**config.mk**
```make
export PLATFORM = sky130hd
export DESIGN_NAME = axi_shim_ot
export DESIGN_NICKNAME = d
export VERILOG_FILES = /design/src/rtl/axi_shim_pkg.sv /design/src/rtl/axi_shim_txn_cnt.sv /design/src/rtl/axi_shim_ot.sv
export SDC_FILE = /design/constraint.sdc
export NUM_CORES = 1
export LEC_CHECK = 0
export BUFFER_PORTS_ARGS = -buffer_cell sky130_fd_sc_hd__buf_2
export CAP_MARGIN = 20
export CORE_AREA = 4 4 344 346
export CTS_BUF_LIST = sky130_fd_sc_hd__clkbuf_8 sky130_fd_sc_hd__clkbuf_16
export CTS_CLUSTER_DIAMETER = 30
export CTS_CLUSTER_SIZE = 40
export DETAILED_ROUTE_END_ITERATION = 16
export DIE_AREA = 0 0 348 350
export SETUP_SLACK_MARGIN = 0.3
export SLEW_MARGIN = 0
export SYNTH_ARGS = -nofsm -noshare
export SYNTH_HDL_FRONTEND = slang
export SYNTH_SLANG_ARGS = --single-unit
```
**constraint.sdc**
```tcl
create_clock -name clk_i -period 4.6 [get_ports clk_i]
set_input_delay 0.23 -clock clk_i [delete_from_list [all_inputs] [get_ports clk_i]]
set_output_delay 0.23 -clock clk_i [all_outputs]
set_load 0.03 [all_outputs]
```
**src/rtl/axi_shim_pkg.sv**
```systemverilog
`default_nettype none
// ============================================================================
// Package  : axi_shim_pkg
// Desc     : Shared constants, width helpers and default AXI structs for axi_shim_ot.
// Revision : 1.0 - initial release
// ============================================================================
package axi_shim_pkg;

  localparam logic [1:0] c_BURST_FIXED = 2'b00;
  localparam logic [1:0] c_BURST_INCR  = 2'b01;
  localparam logic [1:0] c_BURST_WRAP  = 2'b10;

  localparam logic [3:0] c_CACHE_MODIFIABLE = 4'b0010;

  localparam logic [1:0] c_RESP_OKAY   = 2'b00;
  localparam logic [1:0] c_RESP_EXOKAY = 2'b01;

  localparam int unsigned c_AXI_ADDR_W = 64;
  localparam int unsigned c_AXI_DATA_W = 64;
  localparam int unsigned c_AXI_ID_W   = 4;
  localparam int unsigned c_AXI_USER_W = 1;

  // Beat-count field width: max(1, clog2(n)).
  function automatic int unsigned blen_width(input int unsigned n);
    return (n <= 2) ? 1 : $clog2(n);
  endfunction

  // Width able to hold 0..m inclusive.
  function automatic int unsigned cnt_width(input int unsigned m);
    return $clog2(m + 1);
  endfunction

  typedef struct packed {
    logic [c_AXI_ID_W-1:0]   id;
    logic [c_AXI_ADDR_W-1:0] addr;
    logic [7:0]              len;
    logic [2:0]              size;
    logic [1:0]              burst;
    logic                    lock;
    logic [3:0]              cache;
    logic [2:0]              prot;
    logic [3:0]              qos;
    logic [3:0]              region;
    logic [5:0]              atop;
    logic [c_AXI_USER_W-1:0] user;
  } axi_aw_t;

  typedef struct packed {
    logic [c_AXI_DATA_W-1:0]   data;
    logic [c_AXI_DATA_W/8-1:0] strb;
    logic                      last;
    logic [c_AXI_USER_W-1:0]   user;
  } axi_w_t;

  typedef struct packed {
    logic [c_AXI_ID_W-1:0]   id;
    logic [c_AXI_ADDR_W-1:0] addr;
    logic [7:0]              len;
    logic [2:0]              size;
    logic [1:0]              burst;
    logic                    lock;
    logic [3:0]              cache;
    logic [2:0]              prot;
    logic [3:0]              qos;
    logic [3:0]              region;
    logic [c_AXI_USER_W-1:0] user;
  } axi_ar_t;

  typedef struct packed {
    logic [c_AXI_ID_W-1:0]   id;
    logic [1:0]              resp;
    logic [c_AXI_USER_W-1:0] user;
  } axi_b_t;

  typedef struct packed {
    logic [c_AXI_ID_W-1:0]   id;
    logic [c_AXI_DATA_W-1:0] data;
    logic [1:0]              resp;
    logic                    last;
    logic [c_AXI_USER_W-1:0] user;
  } axi_r_t;

  typedef struct packed {
    axi_aw_t aw;
    logic    aw_valid;
    axi_w_t  w;
    logic    w_valid;
    logic    b_ready;
    axi_ar_t ar;
    logic    ar_valid;
    logic    r_ready;
  } axi_shim_req_t;

  typedef struct packed {
    logic   aw_ready;
    logic   ar_ready;
    logic   w_ready;
    logic   b_valid;
    axi_b_t b;
    logic   r_valid;
    axi_r_t r;
  } axi_shim_rsp_t;

endpackage
`default_nettype wire

```
**src/rtl/axi_shim_txn_cnt.sv**
```systemverilog
`default_nettype none
// ============================================================================
// Module   : axi_shim_txn_cnt
// Desc     : Outstanding-transaction counter (0..Max) with full/nonzero flags.
// Revision : 1.0 - initial release
// ============================================================================
module axi_shim_txn_cnt
  import axi_shim_pkg::*;
#(
  parameter int unsigned Max = 4
) (
  input  logic clk_i,
  input  logic rst_i,
  input  logic inc_i,
  input  logic dec_i,
  output logic full_o,
  output logic nonzero_o
);

  localparam int unsigned         c_CNT_W = cnt_width(Max);
  localparam logic [c_CNT_W-1:0]  c_MAX   = c_CNT_W'(Max);

  logic [c_CNT_W-1:0] r_cnt;

  // Simultaneous inc/dec cancel; a stray dec at zero holds the count at zero.
  always_ff @(posedge clk_i) begin
    if (rst_i) begin
      r_cnt <= '0;
    end else if (inc_i && !dec_i && (r_cnt != c_MAX)) begin
      r_cnt <= r_cnt + 1'b1;
    end else if (dec_i && !inc_i && (r_cnt != '0)) begin
      r_cnt <= r_cnt - 1'b1;
    end
  end

  assign full_o    = (r_cnt >= c_MAX);
  assign nonzero_o = (r_cnt != '0);

  a_no_underflow: assert property (@(posedge clk_i) disable iff (rst_i)
    !(dec_i && (r_cnt == '0)));
  a_no_overflow: assert property (@(posedge clk_i) disable iff (rst_i)
    !(inc_i && !dec_i && full_o));

endmodule
`default_nettype wire

```
**src/rtl/axi_shim_ot.sv**
```systemverilog
`default_nettype none
// ============================================================================
// Module   : axi_shim_ot
// Desc     : Cache-line AXI master shim with decoupled AW/W and counted
//            outstanding read/write transactions.
// Options  : AXI_SHIM_WRAP_EN adds rd_wrap_i for critical-word-first WRAP reads.
// Revision : 1.0 - initial release
// ============================================================================
module axi_shim_ot
  import axi_shim_pkg::*;
#(
  parameter int unsigned NumWords  = 4,
  parameter int unsigned AddrWidth = 64,
  parameter int unsigned DataWidth = 64,
  parameter int unsigned UserWidth = 1,
  parameter int unsigned IdWidth   = 4,
  parameter int unsigned MaxWrTxn  = 4,
  parameter int unsigned MaxRdTxn  = 4,
  parameter type axi_req_t = axi_shim_req_t,
  parameter type axi_rsp_t = axi_shim_rsp_t
) (
  input  logic                                  clk_i,
  input  logic                                  rst_i,
  input  logic                                  rd_req_i,
  output logic                                  rd_gnt_o,
  input  logic [AddrWidth-1:0]                  rd_addr_i,
  input  logic [blen_width(NumWords)-1:0]       rd_blen_i,
  input  logic [2:0]                            rd_size_i,
  input  logic [IdWidth-1:0]                    rd_id_i,
  input  logic                                  rd_lock_i,
`ifdef AXI_SHIM_WRAP_EN
  input  logic                                  rd_wrap_i,
`endif
  input  logic                                  rd_rdy_i,
  output logic                                  rd_valid_o,
  output logic                                  rd_last_o,
  output logic                                  rd_exokay_o,
  output logic [DataWidth-1:0]                  rd_data_o,
  output logic [UserWidth-1:0]                  rd_user_o,
  output logic [IdWidth-1:0]                    rd_id_o,
  input  logic                                  wr_req_i,
  output logic                                  wr_gnt_o,
  input  logic [AddrWidth-1:0]                  wr_addr_i,
  input  logic [NumWords*DataWidth-1:0]         wr_data_i,
  input  logic [NumWords*UserWidth-1:0]         wr_user_i,
  input  logic [NumWords*DataWidth/8-1:0]       wr_be_i,
  input  logic [blen_width(NumWords)-1:0]       wr_blen_i,
  input  logic [2:0]                            wr_size_i,
  input  logic [IdWidth-1:0]                    wr_id_i,
  input  logic                                  wr_lock_i,
  input  logic [5:0]                            wr_atop_i,
  input  logic                                  wr_rdy_i,
  output logic                                  wr_valid_o,
  output logic                                  wr_exokay_o,
  output logic [IdWidth-1:0]                    wr_id_o,
  output logic                                  wr_busy_o,
  output logic                                  rd_busy_o,
  output axi_req_t                              axi_req_o,
  input  axi_rsp_t                              axi_resp_i
);

  localparam int unsigned c_BLEN_W = blen_width(NumWords);
  localparam int unsigned c_STRB_W = DataWidth / 8;

  logic                r_aw_done;
  logic                r_w_fin;
  logic [c_BLEN_W-1:0] r_beat;

  logic        w_wr_full, w_rd_full;
  logic        w_in_burst, w_wr_ok;
  logic        w_aw_valid, w_w_valid, w_aw_hs, w_w_hs, w_w_last;
  logic        w_wr_gnt, w_b_hs;
  logic        w_ar_valid, w_rd_gnt, w_r_last_hs;
  logic [31:0] w_beat_idx;
  logic [1:0]  w_ar_burst;
  logic        w_unused;

  // Once any part of a burst has been accepted the limit no longer applies.
  assign w_in_burst = r_aw_done | r_w_fin | (r_beat != '0);
  assign w_wr_ok    = wr_req_i & ~rst_i & (~w_wr_full | w_in_burst);
  assign w_aw_valid = w_wr_ok & ~r_aw_done;
  assign w_w_valid  = w_wr_ok & ~r_w_fin;
  assign w_aw_hs    = w_aw_valid & axi_resp_i.aw_ready;
  assign w_w_hs     = w_w_valid & axi_resp_i.w_ready;
  assign w_w_last   = (r_beat == wr_blen_i);
  assign w_wr_gnt   = (r_aw_done | w_aw_hs) & (r_w_fin | (w_w_hs & w_w_last));
  assign w_b_hs     = axi_resp_i.b_valid & wr_rdy_i;
  assign w_beat_idx = 32'(r_beat);

  assign w_ar_valid  = rd_req_i & ~rst_i & ~w_rd_full;
  assign w_rd_gnt    = w_ar_valid & axi_resp_i.ar_ready;
  assign w_r_last_hs = axi_resp_i.r_valid & rd_rdy_i & axi_resp_i.r.last;

`ifdef AXI_SHIM_WRAP_EN
  assign w_ar_burst = (rd_wrap_i && (rd_blen_i != '0)) ? c_BURST_WRAP : c_BURST_INCR;

  a_wrap_len: assert property (@(posedge clk_i) disable iff (rst_i)
    (w_ar_valid && rd_wrap_i && (rd_blen_i != '0)) |->
      ((32'(rd_blen_i) == 1) || (32'(rd_blen_i) == 3) ||
       (32'(rd_blen_i) == 7) || (32'(rd_blen_i) == 15)));
`else
  assign w_ar_burst = c_BURST_INCR;
`endif

  always_ff @(posedge clk_i) begin
    if (rst_i || w_wr_gnt) begin
      r_aw_done <= 1'b0;
      r_w_fin   <= 1'b0;
      r_beat    <= '0;
    end else begin
      if (w_aw_hs) begin
        r_aw_done <= 1'b1;
      end
      if (w_w_hs) begin
        if (w_w_last) begin
          r_w_fin <= 1'b1;
        end else begin
          r_beat <= r_beat + 1'b1;
        end
      end
    end
  end

  axi_shim_txn_cnt #(.Max(MaxWrTxn)) u_wr_cnt (
    .clk_i     (clk_i),
    .rst_i     (rst_i),
    .inc_i     (w_wr_gnt),
    .dec_i     (w_b_hs),
    .full_o    (w_wr_full),
    .nonzero_o (wr_busy_o)
  );

  axi_shim_txn_cnt #(.Max(MaxRdTxn)) u_rd_cnt (
    .clk_i     (clk_i),
    .rst_i     (rst_i),
    .inc_i     (w_rd_gnt),
    .dec_i     (w_r_last_hs),
    .full_o    (w_rd_full),
    .nonzero_o (rd_busy_o)
  );

  always_comb begin
    axi_req_o           = '0;
    axi_req_o.aw_valid  = w_aw_valid;
    axi_req_o.aw.id     = wr_id_i;
    axi_req_o.aw.addr   = wr_addr_i;
    axi_req_o.aw.len    = 8'(wr_blen_i);
    axi_req_o.aw.size   = wr_size_i;
    axi_req_o.aw.burst  = c_BURST_INCR;
    axi_req_o.aw.lock   = wr_lock_i;
    axi_req_o.aw.cache  = c_CACHE_MODIFIABLE;
    axi_req_o.aw.atop   = wr_atop_i;
    axi_req_o.w_valid   = w_w_valid;
    axi_req_o.w.data    = wr_data_i[w_beat_idx*DataWidth +: DataWidth];
    axi_req_o.w.strb    = wr_be_i[w_beat_idx*c_STRB_W +: c_STRB_W];
    axi_req_o.w.user    = wr_user_i[w_beat_idx*UserWidth +: UserWidth];
    axi_req_o.w.last    = w_w_last;
    axi_req_o.b_ready   = wr_rdy_i;
    axi_req_o.ar_valid  = w_ar_valid;
    axi_req_o.ar.id     = rd_id_i;
    axi_req_o.ar.addr   = rd_addr_i;
    axi_req_o.ar.len    = 8'(rd_blen_i);
    axi_req_o.ar.size   = rd_size_i;
    axi_req_o.ar.burst  = w_ar_burst;
    axi_req_o.ar.lock   = rd_lock_i;
    axi_req_o.ar.cache  = c_CACHE_MODIFIABLE;
    axi_req_o.r_ready   = rd_rdy_i;
  end

  assign wr_gnt_o    = w_wr_gnt;
  assign rd_gnt_o    = w_rd_gnt;
  assign wr_valid_o  = axi_resp_i.b_valid;
  assign wr_exokay_o = (axi_resp_i.b.resp == c_RESP_EXOKAY);
  assign wr_id_o     = axi_resp_i.b.id;
  assign rd_valid_o  = axi_resp_i.r_valid;
  assign rd_last_o   = axi_resp_i.r.last;
  assign rd_exokay_o = (axi_resp_i.r.resp == c_RESP_EXOKAY);
  assign rd_data_o   = axi_resp_i.r.data;
  assign rd_user_o   = axi_resp_i.r.user;
  assign rd_id_o     = axi_resp_i.r.id;

  assign w_unused = ^axi_resp_i.b.user;

endmodule
`default_nettype wire
```
=== After elaboration in Yosys (flattened, before gate mapping) ===
Index checks and enable logic that the tools add are counted.

* Input port bits: 536
* Register bits: 10
* Word-level logic and storage cells: 69
* Output and inout bits: 363

* Shift operators: 3
* $lt $le $gt $ge: 2
* Add/subtract/negate cells: 5
* Equality and inequality tests: 5
* Muxes and demuxes: 4
* Bitwise logic cells: 25
* Reductions and logical operators: 20

{| class="wikitable"
|+ Operators by type and width
! kind !! number
|-
| $shiftx 256x9->64 || 1
|-
| $shiftx 32x6->8 || 1
|-
| $and 1x1->1 || 14
|-
| $mux 3 || 4
|-
| $logic_and 1x1->1 || 8
|-
| $add 3x1->3 const B || 2
|-
| $ge 3x3->1 const B || 2
|-
| $ne 3x3->1 const B || 2
|-
| $not 1->1 || 6
|-
| $reduce_bool 2->1 || 3
|-
| $reduce_bool 3->1 || 2
|-
| $sub 3x1->3 const B || 2
|-
| $or 1x1->1 || 5
|-
| $eq 2x1->1 const B || 2
|-
| $logic_not 1->1 || 4
|-
| $reduce_and 2->1 || 2
|-
| $shiftx 4x3->1 || 1
|-
| $add 2x1->2 const B || 1
|-
| $eq 2x2->1 || 1
|-
| $logic_or 1x1->1 || 1
|}

=== Logic depth before layout (Yosys ltp) ===
Gate-level depths: netlist of the first run.

* Word-level depth: 14
* Gate-level depth with buffers: 15
* Gate-level depth less buffers: 12

=== By module ===
A second synthesis of the first run with hierarchy kept.

* Cell total of the unflattened synthesis: 462
* Area, all modules: 4616.9 um2

{| class="wikitable"
|+ Modules (own cells, without submodules)
! module !! instances !! cells an instance !! area an instance (um2) !! seq. area each (um2)
|-
| axi_shim_ot || 1 || 414 || 4199.0 || 80.1
|-
| axi_shim_txn_cnt || 2 || 24 || 209.0 || 60.1
|}

=== Worst setup path after synthesis of the first run ===
Ideal clock, no wire load.

* Kind: reg-to-reg
* Start: register r_beat[1]
* End: register u_wr_cnt.r_cnt[2]
* Cell stages (with the launch flop): 14
* Clock period less this slack: 3539 ps
* Setup time: 95 ps
* Path slack: 1061 ps
* Path buffers: 2
* Arrival time: 3443 ps
* Required time: 4505 ps
* Cells stage by stage: dfxtp_1 clkbuf_1 clkbuf_1 inv_1 ha_1 nor4bb_1 nor3b_2 a31oi_2 nor2_2 nand2_1 fa_1 nor2_1 or4b_1 o311ai_1

* Word-level cells in the longest chain between the ends: 13
* Elaborated cells on any way between the ends: 20
* Classes of those cells: 1 x eq/ne; 1 x mux; 11 x bitwise; 7 x reduce/logical

{| class="wikitable"
|+ RTL lines
! what !! line !! source
|-
| start, declared || axi_shim_ot.sv:67 || <nowiki>logic [c_BLEN_W-1:0] r_beat;</nowiki>
|-
| start signal, assigned || axi_shim_ot.sv:118 || <nowiki>r_beat <= r_beat + 1'b1;</nowiki>
|-
| $reduce_bool 2->1 || axi_shim_ot.sv:79 || <nowiki>assign w_in_burst = r_aw_done | r_w_fin | (r_beat != '0);</nowiki>
|-
| $or 1x1->1 || axi_shim_ot.sv:79 ||
|-
| $or 1x1->1 || axi_shim_ot.sv:80 || <nowiki>assign w_wr_ok = wr_req_i & ~rst_i & (~w_wr_full | w_in_burst);</nowiki>
|-
| $and 1x1->1 || axi_shim_ot.sv:80 ||
|-
| $and 1x1->1 || axi_shim_ot.sv:82 || <nowiki>assign w_w_valid = w_wr_ok & ~r_w_fin;</nowiki>
|-
| $and 1x1->1 || axi_shim_ot.sv:84 || <nowiki>assign w_w_hs = w_w_valid & axi_resp_i.w_ready;</nowiki>
|-
| $and 1x1->1 || axi_shim_ot.sv:86 || <nowiki>assign w_wr_gnt = (r_aw_done | w_aw_hs) & (r_w_fin | (w_w_hs & w_w_last));</nowiki>
|-
| $or 1x1->1 || axi_shim_ot.sv:86 ||
|-
| $and 1x1->1 (*) || axi_shim_ot.sv:86 ||
|-
| named net wr_gnt_o || axi_shim_ot.sv:42 || <nowiki>output logic wr_gnt_o,</nowiki>
|-
| $logic_not 1->1 || axi_shim_txn_cnt.sv:31 || <nowiki>end else if (dec_i && !inc_i && (r_cnt != '0)) begin</nowiki>
|-
| $logic_and 1x1->1 (2 in series) || axi_shim_txn_cnt.sv:31 ||
|-
| $reduce_bool 2->1 (no line) || n/a ||
|-
| end signal, assigned || axi_shim_txn_cnt.sv:30 || <nowiki>r_cnt <= r_cnt + 1'b1;</nowiki>
|-
| end signal, assigned || axi_shim_txn_cnt.sv:32 || <nowiki>r_cnt <= r_cnt - 1'b1;</nowiki>
|-
| end, declared || axi_shim_txn_cnt.sv:23 || <nowiki>logic [c_CNT_W-1:0] r_cnt;</nowiki>
|}

Mark *: on every way through the listed nets, which the timed path passes. The rest lies on a longest branch.
A chain may end at the register's enable or synchronous reset.

=== Final worst setup path of the first run ===
* Start: register r_beat[0]
* End: register u_wr_cnt.r_cnt[2]

* Word-level cells in the longest chain between the ends: 13
* Elaborated cells on any way between the ends: 20
* Classes of those cells: 1 x eq/ne; 1 x mux; 11 x bitwise; 7 x reduce/logical

{| class="wikitable"
|+ RTL lines
! what !! line
|-
| $reduce_bool 2->1 || axi_shim_ot.sv:79
|-
| $or 1x1->1 || axi_shim_ot.sv:79
|-
| $or 1x1->1 || axi_shim_ot.sv:80
|-
| $and 1x1->1 || axi_shim_ot.sv:80
|-
| $and 1x1->1 || axi_shim_ot.sv:82
|-
| $and 1x1->1 || axi_shim_ot.sv:84
|-
| $and 1x1->1 || axi_shim_ot.sv:86
|-
| $or 1x1->1 || axi_shim_ot.sv:86
|-
| $and 1x1->1 (*) || axi_shim_ot.sv:86
|-
| $logic_not 1->1 || axi_shim_txn_cnt.sv:31
|-
| $logic_and 1x1->1 (2 in series) || axi_shim_txn_cnt.sv:31
|-
| $reduce_bool 2->1 (no line) || n/a
|}

Every way passes the cells marked *; elsewhere a longest branch is shown, timed or not.

==> results of run 1 <==
[power by group through the flow]
stage	clock, mW	sequential [mW]	combinational [mW]
floorplan	0	0.0962	0.742
global placement	0	0.0979	0.669
detailed placement	0	0.0983	0.674
CTS	0.181	0.0965	0.678
global route	0.180	0.0972	0.706
finish	0.171	0.0964	0.644
[stage by stage]
| step | instances | power (mW) | instance area (sq um) |
|---|---|---|---|
| floorplan | 495 | 0.838 | 4670 |
| global placement | 2118 | 0.766 | 6400 |
| detailed placement | 2118 | 0.773 | 6400 |
| CTS | 2122 | 0.956 | 6470 |
| global route | 2122 | 0.984 | 6470 |
| finish | 2132 | 0.911 | 6500 |
[registers in the layout, indices dropped and copies added, names as in the netlist]
| name | cells |
|---|---|
| u_rd_cnt.r_cnt | 3 |
| u_wr_cnt.r_cnt | 3 |
| r_beat | 2 |
| r_aw_done | 1 |
| r_w_fin | 1 |
[final cells by class]
class                      instances  area (sq um)  share of cell area (%)
multi-input combinational        180          2250                    34.6
inverter                           3          11.3                   0.173
timing repair buffer             401          2020                    31.1
clock inverter                     1          3.75                  0.0577
tap                             1524          1910                    29.3
antenna                           10          25.0                   0.385
sequential                        10           208                    3.20
clock buffer                       3          75.1                    1.15
[critical path: stages (launching register included)]
cell,delay [ns]
dfxtp_4,0.35
buf_12,0.43
xor2_1,0.14
nor2_1,0.48
a31oi_2,0.23
nor2_2,0.33
nand2_1,0.13
fa_1,0.43
nor2_1,0.16
or4b_1,0.45
o311ai_1,0.10
[routing by layer]
layer / part of all wire [%] / routed length (um) / vias to the layer above
met2: 49 / 26800 / 562
li1: - / - / 1563
met3: 18 / 9750 / 271
met5: 0.11 / 62 / -
met4: 5.1 / 2810 / 10
met1: 28 / 15300 / 1987
[layout by cell type (no fill, tap or decap), types with 4 or more instances in the layout]
| cell | instances |
|---|---|
| conb_1 | 48 |
| xor2_1 | 4 |
| dfxtp_1 | 8 |
| mux2i_1 | 4 |
| nor2_1 | 8 |
| mux4_2 | 73 |
| nor3_1 | 6 |
| diode_2 | 10 |
| buf_2 | 399 |
| nor2b_1 | 5 |
| nand2_1 | 4 |
[cell families after synthesis]
family	after synthesis
buf+inv	305
other cells	2
simple gates	38
compound gates	8
fa+ha+maj	3
mux	78
xor+xnor	5
flops	10
[final timing paths]
kind,cells past startpoint,from,end
min,3,axi_resp_i[83],r_w_fin$_SDFFE_PP0P_
max reg2reg,10,r_beat[0]$_SDFFE_PP0P_,u_wr_cnt.r_cnt[2]$_SDFFE_PP0P_
min reg2reg,2,u_rd_cnt.r_cnt[2]$_SDFFE_PP0P_,u_rd_cnt.r_cnt[2]$_SDFFE_PP0P_
max,10,r_beat[0]$_SDFFE_PP0P_,u_wr_cnt.r_cnt[2]$_SDFFE_PP0P_
==> run_results.csv, run 1 <==
group,metric,value,unit
global_route,grt_use_met3,6.37,%
die,die_w,348,um
global_route,grt.busiest_layer,"met2",
worst_setup_path,crit_fanout,75,
power_and_ir_drop,p_switching,0.471,mW
logic_synthesis,synthDistinctLibCells,34,
logic_synthesis,netlist_top_cells_area,"buf_4, mux4_2, dfxtp_1, buf_2, fa_1",
global_route,grt_max_degree,76,
logic_synthesis,synth_top_family_by_area,"buffers and inverters",
worst_setup_path,crit_path_end_kind,"register",
power_and_ir_drop,comb_power_share,70.7,%
power_and_ir_drop,p_int,0.440,mW
power_and_ir_drop,ir_drop,0.0892,mV
cts,cts_setup_buffers,0,
global_route,grt_overflow_total,0,
cts,cts_tree,"done",
sta,fin_skew,0.00419,ns
die,die-area,122000,sq um
sta,timing.fmax,297,MHz
global_route,antenna_found_initial,73,
placement,gp_congestion,0.736,
logic_synthesis,yosysWarnings,0,
die,fp-row-count,125,
cts,cts_root_buf,"clkbuf_16",
run,cap_viol_max_count,0,
cts,clkSlewWorstSetupHoldPaths,0.05,ns
finish,layout-drive-gt1-share,80.6,%
cts,cts-resized-gates,0,
cts,cts_hold_buffers,0,
logic_synthesis,synth_top_cell_by_area,"buf_4",
logic_synthesis,ys.flop_type,"dfxtp_1",
drt,initialDrtViolationCount,301,
global_route,grt_util_met1,7.19,%
logic_synthesis,synthTopCellsByCount,"buf_4, mux4_2, clkbuf_1, dfxtp_1",
power_and_ir_drop,p_sw_share,51.7,%
sta,rsz0062_at_grt,"no",
die,die_y,350,um
drt,wire_per_inst,25.7,um
logic_synthesis,synthAdderAreaFrac,1.17,%
die,coreArea,115000,sq um
logic_synthesis,ys_seq_elements,10,
logic_synthesis,synth-xor-area-share,0.974,%
worst_setup_path,criticalPathCategory,"reg2reg",
logic_synthesis,avgSynthCellArea,10.0,sq um
logic_synthesis,yosysMostFrequentCell,"buf_4",
sta,worst_pin_slew,0.875,ns
logic_synthesis,syn-cell-area,4490,sq um
cts,cts_buffer_depth,2,
finish,num-nets-final,1138,
drt,ant_nets,0,
logic_synthesis,async_flop_share,0,%
status,status,"completed",
power_and_ir_drop,power_frac_seq,10.6,%
sta,hold_viol_final,0,
cts,cts_buffers,3,
logic_synthesis,synth-simple-area-share,4.76,%
die,initial_utilization,3.89,%
min_path,hp-class,"in2reg",
drt,via_per_inst,2.06,
global_route,grt_use_met2,14.7,%
drt,num_vias,4393,
drt,wirelength,54.7,mm
cts,cts_num_sinks,10,
sta,slew_headroom,41.7,%
sta,setup_viol,0,
global_route,grt_pass1_wl,61.4,mm
cts,clock_latency,0.25,ns
drt,post-route-drc-count,0,
cts,htree_levels,1,
die,pin_count,899,
sta,min_period,3.37,ns
logic_synthesis,synth-edff-count,0,
drt,first_pass_iters,4,
global_route,grt_use_total,8.33,%
placement,dp_worst_setup_slack,1.10,ns
finish,fillers,13700,
worst_setup_path,reg2reg_slack,1.23,ns
logic_synthesis,ys_seq_area_share,4.45,%
finish,fin_util,5.63,%
global_route,grt_pass1_vias,4091,
worst_setup_path,critPathArrivalTime,3.51,ns
worst_setup_path,critPathLaunchType,"register",
placement,hpwl,51.3,mm
sta,slew_violations,0,
placement,port_buffers,399,
power_and_ir_drop,pwr-share-clk,18.7,%
sta,hold_ws,0.285,ns
finish,area_growth,44.6,%
logic_synthesis,synth_compound_area_share,1.34,%
power_and_ir_drop,pwr_density_cell,140,nW/um^2
sta,setup_ws,1.23,ns
power_and_ir_drop,leakagePower,2.42,nW
logic_synthesis,muxShareOfSynthArea,37.7,%
sta,fin_crit_sh,73.2,%
worst_setup_path,required,4.75,ns
logic_synthesis,synth_top_area_share,47.4,%
sta,tns,0,ns
logic_synthesis,synth_cells,449,
No activity file was read; power rests on OpenSTA's default activity.
==> run 2, diff against run 1 <==
ABC_AREA = 1   (was not set)
CORE_AREA = 4 4 346 348   (was 4 4 344 346)
DIE_AREA = 0 0 350 352   (was 0 0 348 350)
clock period = 3.2 ns   (was 4.6 ns; I/O delays follow)
==> run 2 against run 1 <==
Compared with the run above: synthesized cell count increased by 78%; non-clock buffer count up 9; global-route usage up 0.34 points; sequential power up 63%; via count rose by 37%; cell count increased by 15%; combinational power grew 88%; critical endpoint is now axi_req_o[162]; power increased by 74%; register-to-register slack worse by 0.48 ns.
==> run_results.csv, run 2 <==
group,metric,value,unit
min_path,whs_endpoint,"r_w_fin$_SDFFE_PP0P_",
cts,htree_levels,1,
min_path,hold_depth,4,
status,status,"completed",
logic_synthesis,async_flop_share,0,%
global_route,grt_overflow_total,0,
worst_setup_path,reg2reg_depth,13,
logic_synthesis,ys_seq_area_share,4.24,%
sta,slew_violations,0,
finish,layout_common_cells,"buf_2, nor2_1, o21ai_0, o22ai_1, conb_1",
logic_synthesis,synth-simple-area-share,16.3,%
worst_setup_path,crit_fanout,31,
sta,hold_viol_final,0,
run,cap_viol_max_count,0,
sta,timing.fmax,408,MHz
logic_synthesis,synthDistinctLibCells,28,
sta,min_period,2.45,ns
sta,slew_headroom,62.3,%
worst_setup_path,crit_path_end_kind,"output pin",
die,die_y,352,um
global_route,grt_use_total,8.67,%
sta,rsz0062_at_grt,"no",
cts,cts_hold_buffers,0,
cts,cts-resized-gates,0,
sta,fin_crit_sh,76.6,%
drt,wirelength,57.2,mm
global_route,grt_max_degree,92,
drt,ant_nets,0,
logic_synthesis,ys.flop_type,"dfxtp_1",
die,die_w,350,um
logic_synthesis,synthTopCellsByCount,"buf_4, nor2_1, o21ai_0, o22ai_1, clkbuf_1",
logic_synthesis,synth-xor-area-share,0.186,%
die,coreArea,116000,sq um
cts,cts_setup_buffers,0,
sta,worst_pin_slew,0.565,ns
drt,via_per_inst,2.44,
logic_synthesis,avgSynthCellArea,5.92,sq um
placement,gp_congestion,0.800,
finish,top_regs,"u_rd_cnt.r_cnt: 3 flops, u_wr_cnt.r_cnt: 3 flops, r_beat: 2 flops",
cts,cts_root_buf,"clkbuf_16",
drt,initialDrtViolationCount,596,
placement,hpwl,53.1,mm
logic_synthesis,syn-cell-area,4720,sq um
finish,layout-drive-gt1-share,46.2,%
finish,area_growth,42.3,%
drt,first_pass_iters,5,
sta,tns,0,ns
global_route,grt_pass1_vias,5579,
power_and_ir_drop,p_total,1.59,mW
sta,fin_skew,0.000648,ns
cts,cts_buffers,3,
drt,post-route-drc-count,0,
logic_synthesis,synth_compound_area_share,27.1,%
worst_setup_path,setup.worst_path.start,"r_beat[1]$_SDFFE_PP0P_",
logic_synthesis,yosysWarnings,0,
min_path,worstHoldStart,"rst_i",
power_and_ir_drop,pwr_density_cell,237,nW/um^2
cts,clkSlewWorstSetupHoldPaths,0.04,ns
die,pin_count,899,
min_path,hp-class,"in2reg",
sta,hold_ws,0.248,ns
finish,final_common_cell,"buf_2",
die,die-area,123000,sq um
sta,setup_viol,0,
logic_synthesis,ys_seq_elements,10,
finish,fillers,13800,
cts,clock_latency,0.24,ns
global_route,grt_pass1_wl,68.1,mm
worst_setup_path,reg2reg_slack,0.75,ns
logic_synthesis,synth_top_cell_by_area,"buf_4",
logic_synthesis,synthAdderAreaFrac,1.11,%
cts,cts_num_sinks,10,
cts,cts_tree,"done",
logic_synthesis,netlist_top_cells_area,"buf_4, o21ai_0, nor2_1, o22ai_1, dfxtp_1",
die,initial_utilization,4.06,%
placement,port_buffers,399,
drt,num_vias,6010,
logic_synthesis,synth-edff-count,0,
worst_setup_path,critPathArrivalTime,2.29,ns
die,fp-row-count,125,
worst_setup_path,required,3.04,ns
power_and_ir_drop,leakagePower,2.81,nW
worst_setup_path,r2r_end,"u_wr_cnt.r_cnt[2]$_SDFFE_PP0P_",
logic_synthesis,synth_cells,797,
drt,wire_per_inst,23.3,um
logic_synthesis,synth_top_family_by_area,"buffers and inverters",
worst_setup_path,criticalPathCategory,"reg2out",
power_and_ir_drop,ir_drop,0.250,mV
finish,num-nets-final,1465,
global_route,antenna_found_initial,37,
logic_synthesis,yosysMostFrequentCell,"buf_4",
worst_setup_path,worstReg2RegStart,"r_beat[1]$_SDFFE_PP0P_",
logic_synthesis,muxShareOfSynthArea,0,%
worst_setup_path,critPathLaunchType,"register",
logic_synthesis,synth_top_area_share,45.3,%
cts,cts_buffer_depth,2,
[run 2: cell types whose count changed after synthesis, sizes merged, moves of 4 or more]
| cell | before | now |
|---|---|---|
| nor2b | 5 | 0 |
| clkbuf | 10 | 39 |
| nor2 | 9 | 165 |
| mux4 | 73 | 0 |
| o21ai | 1 | 152 |
| mux2i | 4 | 0 |
| nor3 | 6 | 1 |
| nand2 | 4 | 19 |
| inv | 3 | 22 |
| o22ai | 0 | 73 |
[run 2: worst max-delay path by stage]
stage                                           endpoint  slack, ns  cells past startpoint
after floorplan           u_wr_cnt.r_cnt[2]$_SDFFE_PP0P_       0.88                     15
after global placement    u_wr_cnt.r_cnt[2]$_SDFFE_PP0P_       0.71                     13
after detailed placement  u_wr_cnt.r_cnt[2]$_SDFFE_PP0P_       0.73                     13
after CTS                                 axi_req_o[162]       0.63                      4
after global routing      u_wr_cnt.r_cnt[2]$_SDFFE_PP0P_       0.48                     13
final                                     axi_req_o[162]       0.75                      4
[run 2: routing by layer]
layer | track usage [%] | part of all wire (%) | wire [um]
met1 | 7.80 | 30 | 16900
met2 | 11.9 | 39 | 22200
met3 | 10.8 | 28 | 15700
met4 | 2.64 | 3.8 | 2190
met5 | 0 | 0.32 | 183
[run 2: stage by stage]
step | setup slack, ns | cell area, sq um | instances | utilization (%)
after global routing | 0.475 | 6690 | 2450 | 5.76
after global placement | 0.712 | 6610 | 2445 | 5.69
final | 0.750 | 6720 | 2460 | 5.78
after CTS | 0.631 | 6690 | 2449 | 5.76
after detailed placement | 0.728 | 6610 | 2445 | 5.69
after floorplan | 0.879 | 4890 | 843 | -
[run 2: final cells by class]
cell class | count | area [sq um] | area share [%]
Inverter | 22 | 88.8 | 1.32
Clock buffer | 3 | 75.1 | 1.12
Multi-Input combinational cell | 479 | 2290 | 34.1
Clock inverter | 1 | 3.75 | 0.0559
Antenna cell | 11 | 27.5 | 0.410
Tap cell | 1524 | 1910 | 28.4
Timing Repair Buffer | 410 | 2120 | 31.6
Sequential cell | 10 | 208 | 3.09
[run 2: logic make-up after synthesis]
kind of cell / after synthesis
buffers and inverters: 354
other: 2
and+or+nand+nor: 194
xor gates and xnor gates: 1
DFF: 10
adders and majority gates: 3
AOI/OAI and AO/OA: 233
[run 2: power by group]
group | total (mW) | switching [mW] | internal [mW]
Combinational | 1.21 | 0.880 | 0.328
Sequential | 0.157 | 0.0189 | 0.138
Clock | 0.225 | 0.0606 | 0.164
Total | 1.59 | 0.959 | 0.630
[run 2: critical path, stage by stage (launching register included)]
cell and delay [ns]:
dfxtp_4 0.57, buf_4 0.40, o21ai_0 0.15, o22ai_1 0.35
buf_2 0.48
==> run 3, diff against run 2 <==
clock period = 2.15 ns   (was 3.2 ns; I/O delays follow)
==> run 3 against run 2 <==
Compared with the run above: worst setup slack worse by 0.62 ns; via count is 8.6% higher; power is 92% higher; largest cell class is now non-clock buffers.
==> run_results.csv, run 3 (same netlist as run 2, synthesis figures left out) <==
group,metric,value,unit
sta,setup_ws,0.130,ns
power_and_ir_drop,ir_drop,0.415,mV
worst_setup_path,crit_path_end_kind,"output pin",
sta,slew_headroom,60.7,%
power_and_ir_drop,pwr-share-clk,12.2,%
min_path,hp-class,"in2reg",
worst_setup_path,critical_path.top_delay_family,"buffers and inverters",
die,die-area,123000,sq um
drt,first_pass_iters,5,
power_and_ir_drop,comb_power_share,80.1,%
worst_setup_path,crit_fanout,9,
finish,num-nets-final,1499,
sta,hold_viol_final,0,
placement,gp_congestion,0.859,
worst_setup_path,path_buf_inv,6,
drt,wire_per_inst,22.6,um
finish,top_regs,"u_rd_cnt.r_cnt: 3 flops, u_wr_cnt.r_cnt: 3 flops, r_beat: 2 flops",
finish,fillers,13700,
cts,cts_buffer_depth,2,
worst_setup_path,crit_path_end,"wr_gnt_o",
cts,cts_root_buf,"clkbuf_16",
sta,fin_skew,0.000803,ns
global_route,grt_max_degree,79,
worst_setup_path,critPathSlowestCell,"dfxtp_4",
cts,clock_latency,0.24,ns
worst_setup_path,critPathLaunchType,"register",
cts,cts_hold_buffers,0,
drt,num_vias,6525,
worst_setup_path,critPathArrivalTime,1.91,ns
sta,setup_viol,0,
worst_setup_path,worstReg2RegStart,"r_beat[0]$_SDFFE_PP0P_",
cts,clkSlewWorstSetupHoldPaths,0.04,ns
sta,timing.fmax,495,MHz
sta,hold_ws,0.196,ns
power_and_ir_drop,p_switching,1.63,mW
worst_setup_path,required,2.04,ns
power_and_ir_drop,pwr_density_cell,364,nW/um^2
finish,layout_common_cells,"buf_2, nor2_1, o21ai_0, conb_1",
sta,min_period,2.02,ns
drt,ant_nets,0,
finish,area_growth,78.0,%
drt,via_per_inst,2.61,
worst_setup_path,criticalPathCategory,"reg2out",
global_route,grt_overflow_total,0,
cts,htree_levels,1,
sta,fin_crit_sh,93.9,%
die,die_w,350,um
sta,worst_pin_slew,0.583,ns
worst_setup_path,reg2reg_depth,13,
placement,hpwl,44.3,mm
sta,rsz0062_at_grt,"yes",
finish,layout-drive-gt1-share,54.0,%
worst_setup_path,path_cells,"clkinv_4, buf_12, or2_2, nand3_2, o21bai_4, buf_4, buf_6, nand2_4, clkinvlp_4, buf_12",
global_route,grt_pass1_vias,5799,
placement,port_buffers,399,
die,pin_count,899,
placement,dp_worst_setup_slack,-0.0119,ns
global_route,antenna_found_initial,35,
drt,post-route-drc-count,0,
placement,postPlaceCellArea,7220,sq um
finish,fin_area,8400,sq um
cts,cts_tree,"done",
power_and_ir_drop,p_sw_share,53.2,%
die,initial_utilization,4.06,%
global_route,grt_pass1_wl,61.8,mm
cts,cts_buffers,3,
worst_setup_path,r2r_end,"u_wr_cnt.r_cnt[2]$_SDFFE_PP0P_",
power_and_ir_drop,power_frac_seq,7.7,%
worst_setup_path,slowest_delay,0.36,ns
die,coreArea,116000,sq um
run,cap_viol_max_count,0,
status,status,"completed",
die,fp-row-count,125,
cts,cts_num_sinks,10,
drt,wirelength,56.5,mm
worst_setup_path,worst-path-stages,10,
sta,slew_violations,0,
power_and_ir_drop,leakagePower,3.45,nW
die,die_y,352,um
worst_setup_path,setup.worst_path.start,"r_beat[1]$_SDFFE_PP0P_",
global_route,grt_use_total,7.63,%
power_and_ir_drop,p_int,1.43,mW
worst_setup_path,reg2reg_slack,0.17,ns
worst_setup_path,cp_common_cell,"buf_12",
finish,final_common_cell,"buf_2",
drt,initialDrtViolationCount,784,
==> run 3: metrics by stage <==
stage	instances	util, %	power [mW]	TNS [ns]
3_3_place_gp	2445	6.21	2.32	-0.00833
6_report	2496	7.23	3.05	0
5_1_grt	2483	7.20	3.30	0
2_1_floorplan	843	-	1.99	-0.0284
4_1_cts	2459	6.57	2.84	0
3_5_place_dp	2445	6.21	2.33	-0.0119
==> run 3: power by group through the flow <==
stage	Combinational, mW	Clock, mW	Sequential, mW
after global placement	2.09	0	0.231
after detailed placement	2.10	0	0.233
final	2.45	0.374	0.235
after floorplan	1.76	0	0.227
after CTS	2.23	0.378	0.233
after global routing	2.68	0.389	0.238
==> run 3: cell type report <==
class	count	area (sq um)	share of cell area [%]
Multi-Input combinational cell	479	2610	31.1
Antenna cell	13	32.5	0.387
Inverter	22	96.3	1.15
Tap cell	1524	1910	22.7
Timing Repair Buffer	444	3450	41.1
Clock buffer	4	88.8	1.06
Sequential cell	10	208	2.47
==> run 3: worst min-delay path by stage <==
| stage | startpoint | end | slack, ns | depth (start not counted) |
|---|---|---|---|---|
| after detailed placement | wr_atop_i[5] | axi_req_o[183] | 0.22 | 0 |
| after floorplan | rst_i | r_aw_done$_SDFFE_PP0P_ | 0.27 | 3 |
| after CTS | rst_i | r_aw_done$_SDFFE_PP0P_ | 0.18 | 4 |
| after global routing | wr_addr_i[16] | axi_req_o[229] | 0.22 | 0 |
| final | rst_i | r_aw_done$_SDFFE_PP0P_ | 0.20 | 4 |
| after global placement | wr_atop_i[5] | axi_req_o[183] | 0.22 | 0 |
==> run 3: layer usage <==
metal,wire (um),global-route usage (%)
met1,20200,8.23
met2,21800,10.5
met3,11700,6.72
met4,2690,3.12
met5,149,0
==> run 3: what timing repair did <==
item                                    4_1_cts  5_1_grt
gates cloned                                  2       19
buffers inserted                              8        5
gates resized for setup                      47      104
endpoints found under the setup margin       72       75
pin swaps                                     7       18
==> run 3: worst register-to-register path, delay by kind of cell, from the launching register on <==
kind            cells  cell delay [ns]
compound gates      2             0.34
fa+ha+maj           2             0.52
buf+inv             3             0.15
flops               1             0.38
simple gates        6             0.48
